--- src/rtl/fetch_sequencer.sv ---
// Instruction-fetch sequencer: owns the program counter, requests memory reads,
// strobes the IR load, and hands each instruction to execute with start/done.
module fetch_sequencer #(
  parameter int                   AddrWidth    = 24,
  parameter logic [AddrWidth-1:0] ResetVector  = '0,
  parameter int                   MaxWait      = 15,
  parameter int                   WaitCntWidth = 8
) (
  input  logic                 clock,
  input  logic                 reset,
  input  logic                 Run,
  input  logic                 MemAck,
  input  logic                 ExecDone,
  input  logic                 BranchTaken,
  input  logic [AddrWidth-1:0] BranchAddr,
  output logic                 MemReq,
  output logic [AddrWidth-1:0] MemAddr,
  output logic                 IRInEn,
  output logic                 ExecStart,
  output logic [AddrWidth-1:0] PCOut,
  output logic                 BusError,
  output logic [2:0]           StateOut
);

  typedef enum logic [2:0] {
    ST_IDLE  = 3'd0,
    ST_FETCH = 3'd1,
    ST_START = 3'd2,
    ST_EXEC  = 3'd3,
    ST_ERROR = 3'd4
  } state_e;

  state_e                  state_q, state_d;
  logic [AddrWidth-1:0]    pc_q, pc_d;
  logic [WaitCntWidth-1:0] wait_q, wait_d;

  // NOTE: reset is asynchronous, so it sits in the sensitivity list and wins
  // immediately, abandoning any fetch or execute in flight.
  always_ff @(posedge clock or posedge reset) begin
    if (reset) begin
      state_q <= ST_IDLE;
      pc_q    <= ResetVector;
      wait_q  <= '0;
    end else begin
      // NOTE: non-blocking assignments so every register samples the values
      // from before this edge, independent of statement order.
      state_q <= state_d;
      pc_q    <= pc_d;
      wait_q  <= wait_d;
    end
  end

  always_comb begin
    // NOTE: hold-by-default assignments up front keep this block free of latches.
    state_d = state_q;
    pc_d    = pc_q;
    wait_d  = wait_q;

    unique case (state_q)
      ST_IDLE: begin
        if (Run) state_d = ST_FETCH;
      end

      ST_FETCH: begin
        if (MemAck) begin
          // An ack on the last allowed wait cycle still wins over the timeout.
          pc_d    = pc_q + AddrWidth'(1);
          wait_d  = '0;
          state_d = ST_START;
        end else begin
          wait_d = wait_q + WaitCntWidth'(1);
          if (wait_d == WaitCntWidth'(MaxWait)) state_d = ST_ERROR;
        end
      end

      ST_START: begin
        state_d = ST_EXEC;
      end

      ST_EXEC: begin
        if (ExecDone) begin
          if (BranchTaken) pc_d = BranchAddr;
          state_d = Run ? ST_FETCH : ST_IDLE;
        end
      end

      ST_ERROR: begin
        state_d = ST_ERROR;
      end

      default: begin
        state_d = ST_IDLE;
      end
    endcase
  end

  // Everything except IRInEn is a pure decode of registered state.
  assign MemReq    = (state_q == ST_FETCH);
  assign IRInEn    = (state_q == ST_FETCH) && MemAck;
  assign ExecStart = (state_q == ST_START);
  assign BusError  = (state_q == ST_ERROR);
  assign StateOut  = state_q;
  assign PCOut     = pc_q;
  assign MemAddr   = pc_q;

endmodule
--- config.mk ---
export PLATFORM = sky130hd
export DESIGN_NAME = fetch_sequencer
export DESIGN_NICKNAME = d
export VERILOG_FILES = /design/src/rtl/fetch_sequencer.sv
export SDC_FILE = /design/constraint.sdc
export NUM_CORES = 1
export LEC_CHECK = 0
export ABC_AREA = 1
export CAP_MARGIN = 40
export CELL_PAD_IN_SITES_DETAIL_PLACEMENT = 0
export CELL_PAD_IN_SITES_GLOBAL_PLACEMENT = 1
export CORE_MARGIN = 1
export CORE_UTILIZATION = 29
export DETAILED_ROUTE_END_ITERATION = 10
export PLACE_DENSITY_LB_ADDON = 0.25
export RECOVER_POWER = 25
export SLEW_MARGIN = 20
export SYNTH_ARGS = -nofsm -noshare
export SYNTH_HDL_FRONTEND = slang
export SYNTH_SLANG_ARGS = --single-unit
export TNS_END_PERCENT = 100
--- constraint.sdc ---
create_clock -name clock -period 1.5 [get_ports clock]
set_input_delay 0.3 -clock clock [delete_from_list [all_inputs] [get_ports clock]]
set_output_delay 0.3 -clock clock [all_outputs]
set_load 0.02 [all_outputs]
==> qor.log, run 1 <==
qor: status.run_status finished, violations left
qor: status.violations setup timing
qor: global_routing.grt_first_pass_wirelength 13900 um
qor: worst_setup_path.critical_path_maximum_fanout 5
qor: place.port_buffers 84
qor: clock_network.cts-buffers-inserted 5
qor: global_routing.track_usage 0.181
qor: place.postPlaceCellArea 3880 um2
qor: cells_and_area.multi_input_area 1670 um2
qor: routing.drtPass1Iterations 4
qor: timing.worst_slew_pin_slew 995 ps
qor: timing.period_needed 1650 ps
qor: logic_synthesis.mappedNetlistArea 2650 um2
qor: floorplanning.die_area 9520 um2
qor: cells_and_area.sequential_cell_area 887 um2
qor: logic_synthesis.net_count_after_synthesis 438
qor: cells_and_area.fillCellCount 939
qor: logic_synthesis.syn-mean-instance-area 6.54 um2
qor: timing.timing_hold_violations_final 0
qor: place.place.gp.congestion 0.796
qor: routing.drt-wirelength-per-cell 13.6 um
qor: routing.routed_antenna_nets 0
qor: pwr.vdd_drop_max 995 uV
qor: global_routing.antenna_found_initial 0
qor: pwr.power_switching 4.52 mW
qor: timing.fin_ws -149 ps
qor: logic_synthesis.proportion_of_synthesized_chip_area_in_sequential_cells 0.331
qor: pwr.p_seq_frac 0.202
qor: place.dp.final_hpwl 6080 um
qor: global_routing.overflow 0
qor: pwr.total_leakage_power 2.07 nW
qor: pwr.power 9.42 mW
qor: worst_setup_path.critical_path_arrival 1830 ps
qor: pwr.sw_frac_of_total 0.480
qor: worst_setup_path.timing.setup.critical_path_class reg -> reg
qor: global_routing.grt_start_max_net_pins 36
qor: clock_network.clk_path_buf_depth 2
qor: routing.drc_errors 0
qor: worst_hold_path.hold_path.class reg -> reg
qor: pwr.comb_power_share 0.723
qor: routing.detail_route.iter0.violations 77
qor: logic_synthesis.number_of_synthesized_flops_with_an_enable_pin 0
qor: cells_and_area.area_growth_syn_to_layout 65.7%
qor: clock_network.worst_setup_hold_path_clk_slew 70 ps
qor: pwr.cell_internal_pwr 4.90 mW
qor: floorplanning.chipHeight 97.6 um
qor: logic_synthesis.synth.distinct_cells 33
qor: timing.layout_worst_path_cycle_share 1.10
qor: global_routing.grt_pass1_vias 2819
qor: clock_network.cts_max_level 2
qor: worst_setup_path.critPathMaxStageDelay 420 ps
qor: clock_network.worst_skew_late_latency 290 ps
qor: floorplanning.floorplan.die.width 97.6 um
qor: timing.fmax 606 MHz
qor: floorplanning.effective_utilization_at_floorplan 0.302
qor: worst_setup_path.critical_path.most_common_cell buf_6
qor: cells_and_area.num-nets-final 575
qor: routing.via_per_inst 4.68
qor: place.detailedPlace.worstSlack -407 ps
qor: cells_and_area.final_util 0.501
qor: cells_and_area.antenna_cells 0
qor: logic_synthesis.syn_inst 405
qor: worst_setup_path.worst_path_max_delay_cell dfrtp_2
qor: clock_network.cts_tree yes
qor: timing.unrepaired_setup_endpoints_after_global_routing yes
qor: logic_synthesis.ys_dominant_reg_cell dfrtp_1
qor: timing.final.setup_skew 9.19 ps
qor: floorplanning.floorplan.io_pins 85
qor: timing.final-max-slew-violation-count 0
qor: floorplanning.placeableCoreArea 8760 um2
qor: pwr.power_frac_clock 0.075
qor: logic_synthesis.synth-async-reset-ratio 1.00
qor: cells_and_area.drive_gt1_frac 0.306
qor: clock_network.cts-root-buf clkbuf_8
qor: timing.setup-violations-final 30
qor: floorplanning.num_rows 34
qor: worst_setup_path.setup.worst_path.start_class flip-flop
qor: routing.postRouteWirelength 8860 um
qor: cells_and_area.final_design_area_excluding_fillers 4390 um2
qor: timing.max_slew_margin 0.337
qor: logic_synthesis.synth.ff_latch_count 35
qor: logic_synthesis.yosys_warnings 0
qor: worst_setup_path.critical_path_required 1680 ps
qor: worst_setup_path.crit_chain buf_6, inv_8, nand2_8, nor2_4, buf_6, nand2_4, buf_6, nand3_4, buf_12, a21oi_2, o21a_1
qor: pwr.power-per-cell-area 2150 nW/um2
qor: routing.vias 3047
qor: flow_run.cap_violations 0
qor: clock_network.clkSinkCount 35
qor: worst_setup_path.critical_path.endpoint_type flip-flop
[flip-flops by register name (all words and copies together) (netlist names)]
register	count
StateOut	3
MemAddr	24
wait_q	8
[stage by stage]
step                hold slack (ps)  instances  TNS (ps)
floorplan                       454        405     -6.34
global placement                495        621     -4390
detailed placement              500        621     -4830
CTS                             369        642     -2890
global route                    580        651     -5170
finish                          519        651     -2560
[layer usage]
| layer | vias up | part of all wire | global-route usage |
|---|---|---|---|
| met5 | - | 0 | 0 |
| met3 | 7 | 0.049 | 0.0273 |
| met4 | 0 | 0.010 | 0.0441 |
| met1 | 1404 | 0.49 | 0.252 |
| met2 | 78 | 0.45 | 0.292 |
| li1 | 1558 | - | - |
[kinds of logic after synthesis]
logic type      Yosys count  share of synthesized area
fa+ha+maj                 3                     0.0142
simple gates            259                      0.420
xor+xnor                  4                     0.0132
buf+inv                  58                      0.126
compound gates           46                     0.0959
flops                    35                      0.331
[worst max-delay path, delay by kind of cell, from the launching register on]
| family | cells | cell delay, ps |
|---|---|---|
| compound gates | 2 | 190 |
| buf+inv | 5 | 570 |
| simple gates | 4 | 350 |
| flops | 1 | 420 |
[area by class of cell]
cell class / instances / share of cell area
multi-input combinational: 312 / 0.380
timing repair buffer: 163 / 0.345
sequential: 35 / 0.202
tap: 108 / 0.0308
inverter: 25 / 0.0231
clock buffer: 7 / 0.0174
clock inverter: 1 / 0.00114
[repair_timing]
action                     in CTS  in global routing
resized for setup             118                 70
cloned                          2                  4
buffers inserted               11                  8
setup endpoints to repair      73                 37
pin swaps                      10                 24
hold endpoints to repair        0                  0
hold buffers                    0                  0
[power by group through the flow]
stage | Sequential (mW) | Clock [mW] | Combinational (mW)
5_1_grt | 1.99 | 0.757 | 7.37
3_5_place_dp | 1.92 | 0 | 5.64
6_report | 1.90 | 0.702 | 6.81
2_1_floorplan | 2.24 | 0 | 2.92
4_1_cts | 1.87 | 0.723 | 6.18
3_3_place_gp | 1.91 | 0 | 5.59
[cells in the mapped netlist, drive strengths merged, types with 2 or more instances]
cell type | number | area, um2
nand2 | 135 | 512
nor2 | 75 | 302
dfrtp | 35 | 876
buf | 31 | 233
nand3 | 28 | 163
inv | 24 | 90.1
o21ai | 22 | 110
a21oi | 14 | 70.1
nand3b | 8 | 60.1
nor3 | 5 | 25.0
or2 | 5 | 31.3
ha | 3 | 37.5
nand4 | 3 | 18.8
o22ai | 3 | 18.8
xor2 | 3 | 26.3
clkbuf | 2 | 7.51
o211ai | 2 | 15.0
[worst paths after layout]
path	start	depth (start not counted)	endpoint	slack (ps)
worst max register to register	StateOut[2]	11	MemAddr[4]	-150
max in group asynchronous	reset	3	MemAddr[8]	200
min in group asynchronous	reset	3	wait_q[4]	620
worst max-delay path	StateOut[2]	11	MemAddr[4]	-150
worst min-delay path	wait_q[7]	2	wait_q[7]	520
worst min register to register	wait_q[7]	2	wait_q[7]	520
[cell usage in the layout, fill, tap and decap left out, drive strengths merged]
cell type,instances
nand2,135
buf,80
nor2,75
dlygate4sd2,39
dfrtp,35
clkdlybuf4s50,29
nand3,28
inv,24
o21ai,22
clkbuf,18
a21oi,14
nand3b,8
or2,5
nor3,5
clkdlybuf4s15,4
nand4,3
xor2,3
o22ai,3
ha,3
o211ai,2
clkinv,2
o21bai,1
o31ai,1
a22oi,1
o21a,1
xnor2,1
a32o,1
No activity file was read; power rests on OpenSTA's default activity.
==> inputs of run 2 (changes only) <==
PLACE_DENSITY = 0.85   (was unset)
PLACE_DENSITY_LB_ADDON = unset   (was 0.25)
==> run 2 against run 1 <==
Compared with the run above:
- the flow finishes with violations (DRC, setup timing)
- largest power group unchanged
- maximum frequency grew 4.1%
- first-iteration DRC count is 120% higher
- worst setup slack gained 65 ps
- die area is the same
- routed wire length is 4.8% higher
- critical path type unchanged
==> qor.log, run 2 (synthesized netlist as in run 1, its figures left out) <==
qor: status.run_status finished, violations left
qor: status.violations DRC, setup timing
qor: timing.worst_slew_pin_slew 957 ps [-37.9 ps]
qor: global_routing.antenna_found_initial 0 [unchanged]
qor: place.port_buffers 84 [unchanged]
qor: timing.timing_hold_violations_final 0 [unchanged]
qor: routing.via_per_inst 4.92 [+5.0%]
qor: floorplanning.effective_utilization_at_floorplan 0.302 [unchanged]
qor: timing.unrepaired_setup_endpoints_after_global_routing yes
qor: cells_and_area.mostFrequentLayoutCells nand2_1 (123), buf_4 (55), nor2_1 (44), dlygate4sd2_1 (41), clkdlybuf4s50_1 (28)
qor: cells_and_area.flip_flop_count_of_the_largest_register_all_copies_and_words_added 24 [unchanged]
qor: timing.final-max-slew-violation-count 0 [unchanged]
qor: cells_and_area.area_growth_syn_to_layout 70.6%
qor: place.place.gp.congestion 0.829 [+4.1%]
qor: clock_network.worst_setup_hold_path_clk_slew 80 ps [about the same]
qor: clock_network.worst_skew_late_latency 300 ps [about the same]
qor: flow_run.cap_violations 0 [unchanged]
qor: routing.vias 3176 [+4.2%]
qor: clock_network.cts-root-buf clkbuf_8
qor: timing.setup_tns -788 ps [+1780 ps]
qor: cells_and_area.antenna_cells 0 [unchanged]
qor: routing.drtPass1Iterations 7 [+3]
qor: timing.fmax 631 MHz [+4.1%]
qor: routing.postRouteWirelength 9290 um [+4.8%]
qor: timing.max_slew_margin 0.362 [+0.0253]
qor: routing.routed_antenna_nets 0 [unchanged]
qor: worst_setup_path.critical_path_maximum_fanout 7 [+2]
qor: global_routing.overflow 0 [unchanged]
qor: pwr.vdd_drop_max 832 uV [-16%]
qor: worst_setup_path.critical_path_arrival 1780 ps [-50 ps]
qor: floorplanning.num_rows 34 [unchanged]
qor: clock_network.clkSinkCount 35 [unchanged]
qor: worst_hold_path.hold-path-cell-count 4 [+2]
qor: global_routing.grt_start_max_net_pins 36 [unchanged]
qor: global_routing.track_usage 0.189 [+0.00778]
qor: worst_setup_path.reg2regPathDepth 11 [unchanged]
qor: cells_and_area.layout.cells.most_common nand2_1
qor: routing.drc_errors 2 [+2]
qor: clock_network.cts_max_level 2 [unchanged]
qor: clock_network.cts-hold-fix-buffers 0 [unchanged]
qor: floorplanning.chipHeight 97.6 um [unchanged]
qor: floorplanning.floorplan.io_pins 85 [unchanged]
qor: timing.setup-violations-final 22 [-27%]
qor: floorplanning.placeableCoreArea 8760 um2 [unchanged]
qor: routing.drt-wirelength-per-cell 14.4 um [+5.6%]
qor: timing.period_needed 1580 ps [-64.7 ps]
qor: cells_and_area.final_util 0.515 [+0.0148]
qor: worst_setup_path.timing.setup.critical_path_class reg -> reg
qor: clock_network.clk_path_buf_depth 2 [unchanged]
qor: worst_setup_path.setup.worst_path.start_class flip-flop
qor: worst_setup_path.critical_path.endpoint_type flip-flop
qor: cells_and_area.num-nets-final 570 [-0.87%]
qor: cells_and_area.drive_gt1_frac 0.355 [+0.0493]
qor: timing.final.setup_skew 17.1 ps [+7.96 ps]
qor: global_routing.grt_first_pass_wirelength 14500 um [+4.4%]
qor: worst_hold_path.hold_path.class in -> reg
qor: clock_network.cts_tree yes
qor: floorplanning.die_area 9520 um2 [unchanged]
qor: global_routing.grt_pass1_vias 3106 [+10%]
qor: clock_network.cts-buffers-inserted 5 [unchanged]
qor: place.dp.final_hpwl 6150 um [+1.2%]
qor: pwr.total_leakage_power 2.05 nW [-0.99%]
qor: pwr.power-per-cell-area 2190 nW/um2 [+1.8%]
qor: floorplanning.floorplan.die.width 97.6 um [unchanged]
qor: routing.detail_route.iter0.violations 171 [+120%]
qor: timing.fin_ws -84.5 ps [+64.7 ps]
qor: worst_setup_path.critical_path_required 1700 ps [+20 ps]
qor: timing.layout_worst_path_cycle_share 1.06 [-0.0431]
## run 2: cell count changes in the layout (fill, tap and decap cells not counted), moves of 5 or more
cell     previous run  this run
nor2_1             61        44
nor2_2              8        18
dfrtp_1            26        19
dfrtp_2             9        16
nor2_4              6        13
buf_6              17        12
## run 2: power breakdown
| part | switching, mW | total (mW) | internal, mW |
|---|---|---|---|
| clock | 0.390 | 0.809 | 0.419 |
| sequential | 0.597 | 1.97 | 1.37 |
| combinational | 3.80 | 7.10 | 3.30 |
| total | 4.79 | 9.88 | 5.09 |
## run 2: area by class of cell
class	instances	area [um2]
clock buffer	7	96.3
clock inverter	1	7.51
fill	833	4250
inverter	25	108
multi-input combinational	312	1770
sequential	35	896
tap	108	135
timing repair buffer	158	1500
## run 2: path summary, 6_finish.rpt
check | start | endpoint | slack [ps]
min in group asynchronous | reset | MemAddr[22] | 600
setup / recovery | StateOut[1] | MemAddr[17] | -80
hold reg to reg | wait_q[7] | wait_q[7] | 530
max in group asynchronous | reset | MemAddr[0] | 240
hold / removal | MemAck | wait_q[5] | 510
setup reg to reg | StateOut[1] | MemAddr[17] | -80
## run 2: per-layer routing
| layer | share of wire | vias up | global-route usage |
|---|---|---|---|
| li1 | - | 1544 | - |
| met1 | 0.42 | 1496 | 0.227 |
| met2 | 0.48 | 114 | 0.327 |
| met3 | 0.070 | 22 | 0.0403 |
| met4 | 0.027 | 0 | 0.0724 |
| met5 | 0 | - | 0 |
## run 2: worst max-delay path: stages (launching register included)
cell and delay, ps:
dfrtp_1 410, buf_6 150, inv_8 60, nor2_2 40, nor2_2 130, buf_4 140, nand3_4 130, buf_12 180
a21oi_2 90, nand2_1 60, nand2_1 50, inv_1 30
## run 2: timing repair
action                                  in CTS  in global routing
resized for setup                          129                 89
pin swaps                                   20                 30
cloned                                       5                  1
endpoints found under the setup margin      81                 43
buffers inserted                            16                  8
## run 2: metrics by stage
step | area (um2) | setup slack, ps | hold WS (ps) | power [mW] | cells
2_1_floorplan | 2680 | -3.44 | 454 | 5.16 | 405
3_3_place_gp | 3810 | -454 | 499 | 7.32 | 612
6_report | 4520 | -84.5 | 512 | 9.88 | 646
4_1_cts | 4300 | -101 | 358 | 9.45 | 641
5_1_grt | 4520 | -181 | 538 | 10.5 | 646
3_5_place_dp | 3810 | -454 | 509 | 7.43 | 612
==> inputs of run 3 (changes only) <==
SKIP_CTS_REPAIR_TIMING = 1   (was unset)
==> run 3 against run 2 <==
Compared with the run above:
- the flow finishes with violations (setup timing)
- sequential share of layout area decreased by 0.59 points
- cell area grew 3.8%
- clock power fell by 2%
- flip-flop and latch count did not move
- global-route usage decreased by 1.9 points
- worst setup slack got worse by 24 ps
- routed wire length fell by 2.5%
==> qor.log, run 3 (synthesized netlist as in run 1, its figures left out) <==
qor: status.run_status finished, violations left
qor: status.violations setup timing
qor: cells_and_area.flip_flop_count_of_the_largest_register_all_copies_and_words_added 24 [unchanged]
qor: worst_setup_path.critical_path.endpoint_type output port
qor: clock_network.cts_max_level 2 [unchanged]
qor: worst_setup_path.crit_chain inv_4, nand2_2, nor2_4, dlymetal6s2s_1
qor: pwr.power 9.92 mW [+0.38%]
qor: timing.fmax 622 MHz [-1.5%]
qor: timing.layout_worst_path_cycle_share 1.07 [+0.0157]
qor: worst_setup_path.critPathMaxStageDelay 430 ps [+20 ps]
qor: place.detailedPlace.worstSlack -454 ps [unchanged]
qor: worst_setup_path.setup.worst_path.start_class flip-flop
qor: timing.worst_slew_pin_slew 959 ps [+2.20 ps]
qor: clock_network.clk_path_buf_depth 2 [unchanged]
qor: cells_and_area.instances_no_fill 647 [+0.15%]
qor: routing.drt-wirelength-per-cell 14.0 um [-2.6%]
qor: routing.vias 3096 [-2.5%]
qor: pwr.cell_internal_pwr 5.30 mW [+4.1%]
qor: pwr.sw_frac_of_total 0.466 [-0.0192]
qor: timing.setup-violations-final 19 [-14%]
qor: cells_and_area.drive_gt1_frac 0.364 [+0.00862]
qor: pwr.power-per-cell-area 2110 nW/um2 [-3.3%]
qor: pwr.total_leakage_power 2.53 nW [+23%]
qor: timing.max_slew_margin 0.361 [-0.00146]
qor: cells_and_area.num-nets-final 571 [+0.18%]
qor: clock_network.worst_setup_hold_path_clk_slew 80 ps [about the same]
qor: timing.fin_ws -108 ps [-23.6 ps]
qor: flow_run.cap_violations 0 [unchanged]
qor: worst_setup_path.critical_path_maximum_fanout 5 [-2]
qor: global_routing.antenna_found_initial 0 [unchanged]
qor: timing.minimum_hold_slack 430 ps [-82.5 ps]
qor: floorplanning.floorplan.die.width 97.6 um [unchanged]
qor: routing.detail_route.iter0.violations 143 [-16%]
qor: routing.drtPass1Iterations 4 [-3]
qor: floorplanning.chipHeight 97.6 um [unchanged]
qor: place.place_inst 612 [unchanged]
qor: global_routing.grt_start_max_net_pins 36 [unchanged]
qor: routing.drc_errors 0 [-2]
qor: clock_network.worst_skew_late_latency 290 ps [about the same]
qor: routing.routed_antenna_nets 0 [unchanged]
qor: routing.postRouteWirelength 9050 um [-2.5%]
qor: floorplanning.effective_utilization_at_floorplan 0.302 [unchanged]
qor: pwr.p_seq_frac 0.202 [+0.003]
qor: place.place.gp.congestion 0.829 [unchanged]
qor: floorplanning.die_area 9520 um2 [unchanged]
qor: pwr.comb_power_share 0.718 [about the same]
qor: worst_hold_path.hold_path.class in -> reg
qor: clock_network.clkSinkCount 35 [unchanged]
qor: worst_setup_path.timing.setup.critical_path_class reg -> out
qor: cells_and_area.area_growth_syn_to_layout 77.1%
qor: place.port_buffers 84 [unchanged]
qor: clock_network.cts-root-buf clkbuf_8
qor: place.dp.final_hpwl 6150 um [unchanged]
qor: global_routing.grt_first_pass_wirelength 13200 um [-9.2%]
qor: cells_and_area.antenna_cells 0 [unchanged]
qor: cells_and_area.mostFrequentLayoutCells nand2_1 (122), buf_4 (53), dlymetal6s2s_1 (51), nor2_1 (41), clkdlybuf4s50_1 (27)
qor: timing.final-max-slew-violation-count 0 [unchanged]
qor: global_routing.grt_pass1_vias 2909 [-6.3%]
qor: global_routing.overflow 0 [unchanged]
qor: global_routing.track_usage 0.169 [-0.0192]
qor: routing.via_per_inst 4.79 [-2.7%]
qor: timing.unrepaired_setup_endpoints_after_global_routing yes
qor: floorplanning.floorplan.io_pins 85 [unchanged]
qor: clock_network.cts-buffers-inserted 5 [unchanged]
qor: timing.period_needed 1610 ps [+23.6 ps]
qor: timing.timing_hold_violations_final 0 [unchanged]
qor: worst_setup_path.critical_path_arrival 1310 ps [-470 ps]
qor: worst_setup_path.worst_path_max_delay_cell dfrtp_2
qor: pwr.power_frac_clock 0.080 [-0.002]
qor: clock_network.cts_tree yes
qor: cells_and_area.layout.cells.most_common nand2_1
qor: pwr.power_switching 4.62 mW [-3.6%]
qor: floorplanning.num_rows 34 [unchanged]
qor: floorplanning.placeableCoreArea 8760 um2 [unchanged]
qor: pwr.vdd_drop_max 901 uV [+8.4%]
qor: worst_setup_path.critical_path_required 1200 ps [-500 ps]
qor: timing.final.setup_skew 13.5 ps [-3.63 ps]
run 3: cell types whose count changed in the layout (fill, tap and decap cells not counted), moves of 4 or more:
cell	change
dlymetal6s2s_1	+51
dlygate4sd2_1	-41
clkdlybuf4s15_1	-7
dfrtp_1	-5
dfrtp_2	+5
nand2_2	+4
run 3: cell type report:
type / instances / area (um2)
clock inverter: 1 / 7.51
sequential: 35 / 902
multi-input combinational: 312 / 1760
tap: 108 / 135
clock buffer: 7 / 96.3
fill: 793 / 4080
inverter: 25 / 100
timing repair buffer: 159 / 1690
run 3: critical path, delay by kind of cell, from the launching register on:
| family | cells | cell delay [ps] |
|---|---|---|
| simple gates | 2 | 250 |
| flops | 1 | 430 |
| buf+inv | 2 | 340 |
run 3: metal layers:
layer | up-vias | GRT usage | wire length (um)
met5 | - | 0 | 0
met4 | 0 | 0.0520 | 181
met3 | 14 | 0.0338 | 593
met2 | 91 | 0.299 | 4450
met1 | 1450 | 0.207 | 3830
li1 | 1541 | - | -
run 3: power groups by stage:
stage / Combinational [mW] / Clock, mW / Sequential (mW)
floorplan: 2.92 / 0 / 2.24
finish: 7.12 / 0.793 / 2.00
detailed placement: 5.47 / 0 / 1.96
global route: 7.64 / 0.845 / 2.09
global placement: 5.38 / 0 / 1.94
CTS: 5.49 / 0.816 / 1.94
run 3: worst paths after layout:
check / end / depth (start not counted) / from / slack [ps]
max: MemReq / 4 / StateOut[2] / -110
min: wait_q[7] / 4 / MemAck / 430
max reg2reg: MemAddr[4] / 10 / StateOut[1] / -110
min reg2reg: wait_q[7] / 2 / wait_q[7] / 550
max in group asynchronous: MemAddr[0] / 3 / reset / 100
min in group asynchronous: MemAddr[6] / 3 / reset / 740
run 3: per-stage QoR:
step / utilization / TNS [ps] / instance area (um2)
after floorplan: - / -6.34 / 2680
after global placement: 0.435 / -5270 / 3810
after detailed placement: 0.435 / -6170 / 3810
after CTS: 0.447 / -15180 / 3920
after global routing: 0.535 / -5590 / 4690
final: 0.535 / -811 / 4690
==> patch: new RTL, config.mk and constraints of run 2 <==
Reset style: synchronous (`reset`), changed in one clocked block. Comments in the files are not updated.
--- a/src/rtl/fetch_sequencer.sv
+++ b/src/rtl/fetch_sequencer.sv
@@ -37,5 +37,5 @@
   // NOTE: reset is asynchronous, so it sits in the sensitivity list and wins
   // immediately, abandoning any fetch or execute in flight.
-  always_ff @(posedge clock or posedge reset) begin
+  always_ff @(posedge clock) begin
     if (reset) begin
       state_q <= ST_IDLE;
Function: differs if reset is asserted again (counterexample within 4 cycles, from zero or initial values and one cycle with reset high); with reset held inactive, the same outputs for 10 cycles.
==> patch against run 2 <==
The run ends with negative setup slack left; area after synthesis shrank 1.7%; critical path depth grew 1; final area shrank 9.8%; utilization shrank 4.8 points; count of clock-buffer cells in the layout is the same; global-route usage shrank 2.1 points; sequential cell count is the same; worst setup slack gained 50 ps; wire length shrank 13%.
Power is not compared: it rests on default switching activity, and its combinational part moved more than twofold at a synthesized area within 25%.
==> patch: results (changes against run 2) <==
Power
  – Peak supply drop: 0.000574 V

GRT
  – Largest net degree at the start of global routing: 38 (was 36)
  – First-pass GRT wire length: 13100 um (was 14500 um)
  – Tot GR Track Use: 0.168 (was 0.189)
  – Number of global-route vias before repair: 2906 (was 3106)
  – Initial antenna violation count: 0 (unchanged)

Synth
  – Synth async-reset ratio: 0 (was 1.00)
  – Syn Nets: 458 (was 438)
  – Leading post-synthesis cells by cell area: dfxtp_1, nand2_1, nor2_1 (was dfrtp_1, nand2_1, nor2_1)
  – Ys flop type: dfxtp_1 (was dfrtp_1)
  – Synth Area in Compound Gates: 0.129 (was 0.0959)
  – Register area share after synthesis: 0.269 (was 0.331)
  – Synth top cells by count: nand2_1, nor2_1, dfxtp_1 (was nand2_1, nor2_1, dfrtp_1, buf_4, nand3_1)
  – Post-synthesis adder-cell area fraction: 0.0144 (was 0.0142)
  – Synth cell types: 36 (was 33)
  – Synth Area in XOR/XNOR: 0.0135 (was 0.0132)
  – Synth warn: 0 (unchanged)

Critical path
  – Arrival @ worst endpoint: 1760 ps (was 1780 ps)
  – CP endpoint: MemAddr[12] (was MemAddr[17])
  – Slowest stage delay, CP: 370 ps (was 410 ps)
  – R2r startpoint: StateOut[2] (was StateOut[1])
  – R2R cell count: 12 (was 11)
  – Slowest cell on the critical path: dfxtp_4 (was dfrtp_1)
  – Kind of critical path: reg -> reg (unchanged)
  – Worst Path Max Fanout: 7 (unchanged)

Routing
  – Vias per Instance: 4.76 (was 4.92)
  – Total routed wirelength: 8050 um (was 9290 um)
  – Drt initial violations: 75 (was 171)
  – Wl on met1: 3520 um (was 3890 um)
  – DR top layer: met4 (unchanged)
  – Met2 wire len: 3900 um (was 4490 um)
  – DR pass1 iterations: 4 (was 7)
  – Met3 wire len: 483 um (was 646 um)

Clock tree
  – Clock H-tree levels: 2 (unchanged)
  – Total CTS buffers: 5 (unchanged)
  – Clk_lat worst skew: 290 ps
  – Worst-path clk slew: 80 ps (about the same)
  – Clock Path Buffers: 2 (unchanged)

Timing
  – Final setup margin: -34.9 ps (was -84.5 ps)
  – Setup violators final: 8 (was 22)
  – Final clock skew: 6.70 ps (was 17.1 ps)
  – Worst-Margin Slew: 383 ps (was 957 ps)
  – Setup TNS: -117 ps (was -788 ps)

Placed design
  – GPL Wtd Cong: 0.902 (was 0.829)
  – # port buffers: 84 (unchanged)
  – Pre-CTS setup slack: -347 ps (was -454 ps)
  – Post-DP HPWL: 5710 um (was 6150 um)
  – Area of placed instances: 3700 um2 (was 3810 um2)

Cells and area
  – Max reg flops: 24 (unchanged)
  – NumNets Final: 569 (was 570)
  – Share of cells above drive strength 1: 0.292 (was 0.355)
  – FILL cells: 926 (was 833)

Min path
  – Worst Hold Class: reg -> reg (was in -> reg)

Outcome
  – Outcome: finished, violations left (unchanged)
  – Failing checks: negative setup slack (was design-rule violations, negative setup slack)
## patch: cell count changes in the layout (fill, tap and decap cells not counted), moves of 7 or more
cell	run 2	this run
dlygate4sd2_1	41	50
nor2_1	44	54
dfrtp_2	16	0
dfrtp_1	19	0
dfxtp_1	0	13
dfxtp_2	0	18
buf_6	12	5
a21oi_1	5	21
clkdlybuf4s15_1	7	0
## patch: logic make-up after synthesis
| kind of cell | Yosys count |
|---|---|
| adders and majority gates | 3 |
| DFF | 35 |
| xor gates and xnor gates | 4 |
| buffers and inverters | 65 |
| and+or+nand+nor | 260 |
| AOI/OAI and AO/OA | 58 |
## patch: layer usage
metal / up-vias / global-route usage
met1: 1407 / 0.207
met5: - / 0
met4: 0 / 0.0459
li1: 1565 / -
met3: 13 / 0.0368
met2: 86 / 0.292
## patch: how the worst min path moves through the flow
stage | start | end | slack (ps) | cells after the start
floorplan | reset | MemAddr[18] | 370 | 1
global placement | wait_q[7] | wait_q[7] | 460 | 2
detailed placement | wait_q[7] | wait_q[7] | 470 | 2
CTS | wait_q[7] | wait_q[7] | 480 | 2
global route | wait_q[7] | wait_q[7] | 520 | 2
finish | wait_q[7] | wait_q[7] | 480 | 2
## patch: worst reg2reg max path: stages, from the launching register on
cell and delay (ps):
dfxtp_4 370, inv_4 60, buf_6 90, nand3_4 80, inv_4 80, nand2_4 50, a21oi_4 170, buf_12 170
buf_12 120, inv_8 40, nor2_4 90, nand2_2 50, a21oi_2 110
## patch: through the flow
| step | hold WS (ps) | total power [mW] | cells |
|---|---|---|---|
| 6_report | 483 | 3.21 | 645 |
| 5_1_grt | 523 | 3.38 | 645 |
| 4_1_cts | 484 | 3.10 | 637 |
| 3_5_place_dp | 473 | 2.33 | 625 |
| 3_3_place_gp | 465 | 2.31 | 625 |
| 2_1_floorplan | 369 | 1.80 | 425 |
## patch: power breakdown
part	leakage (nW)	internal (mW)	switching, mW	total [mW]
clock network	0.0422	0.327	0.359	0.685
registers	0.295	1.01	0.118	1.13
logic	1.44	0.656	0.733	1.39
total	1.77	2.00	1.21	3.21
## patch: timing repair
item | in CTS | in global routing
resized for setup | 92 | 66
setup buffers | 3 | 8
gates cloned | 2 | 0
endpoints found under the setup margin | 81 | 34
pin swaps | 6 | 19
## patch: cell type report
cell class	count	share of cell area
Clock inverter	1	0.00123
Timing Repair inverter	2	0.00430
Timing Repair Buffer	138	0.304
Sequential cell	35	0.181
Multi-Input combinational cell	325	0.426
Tap cell	108	0.0332
Inverter	29	0.0319
Clock buffer	7	0.0187
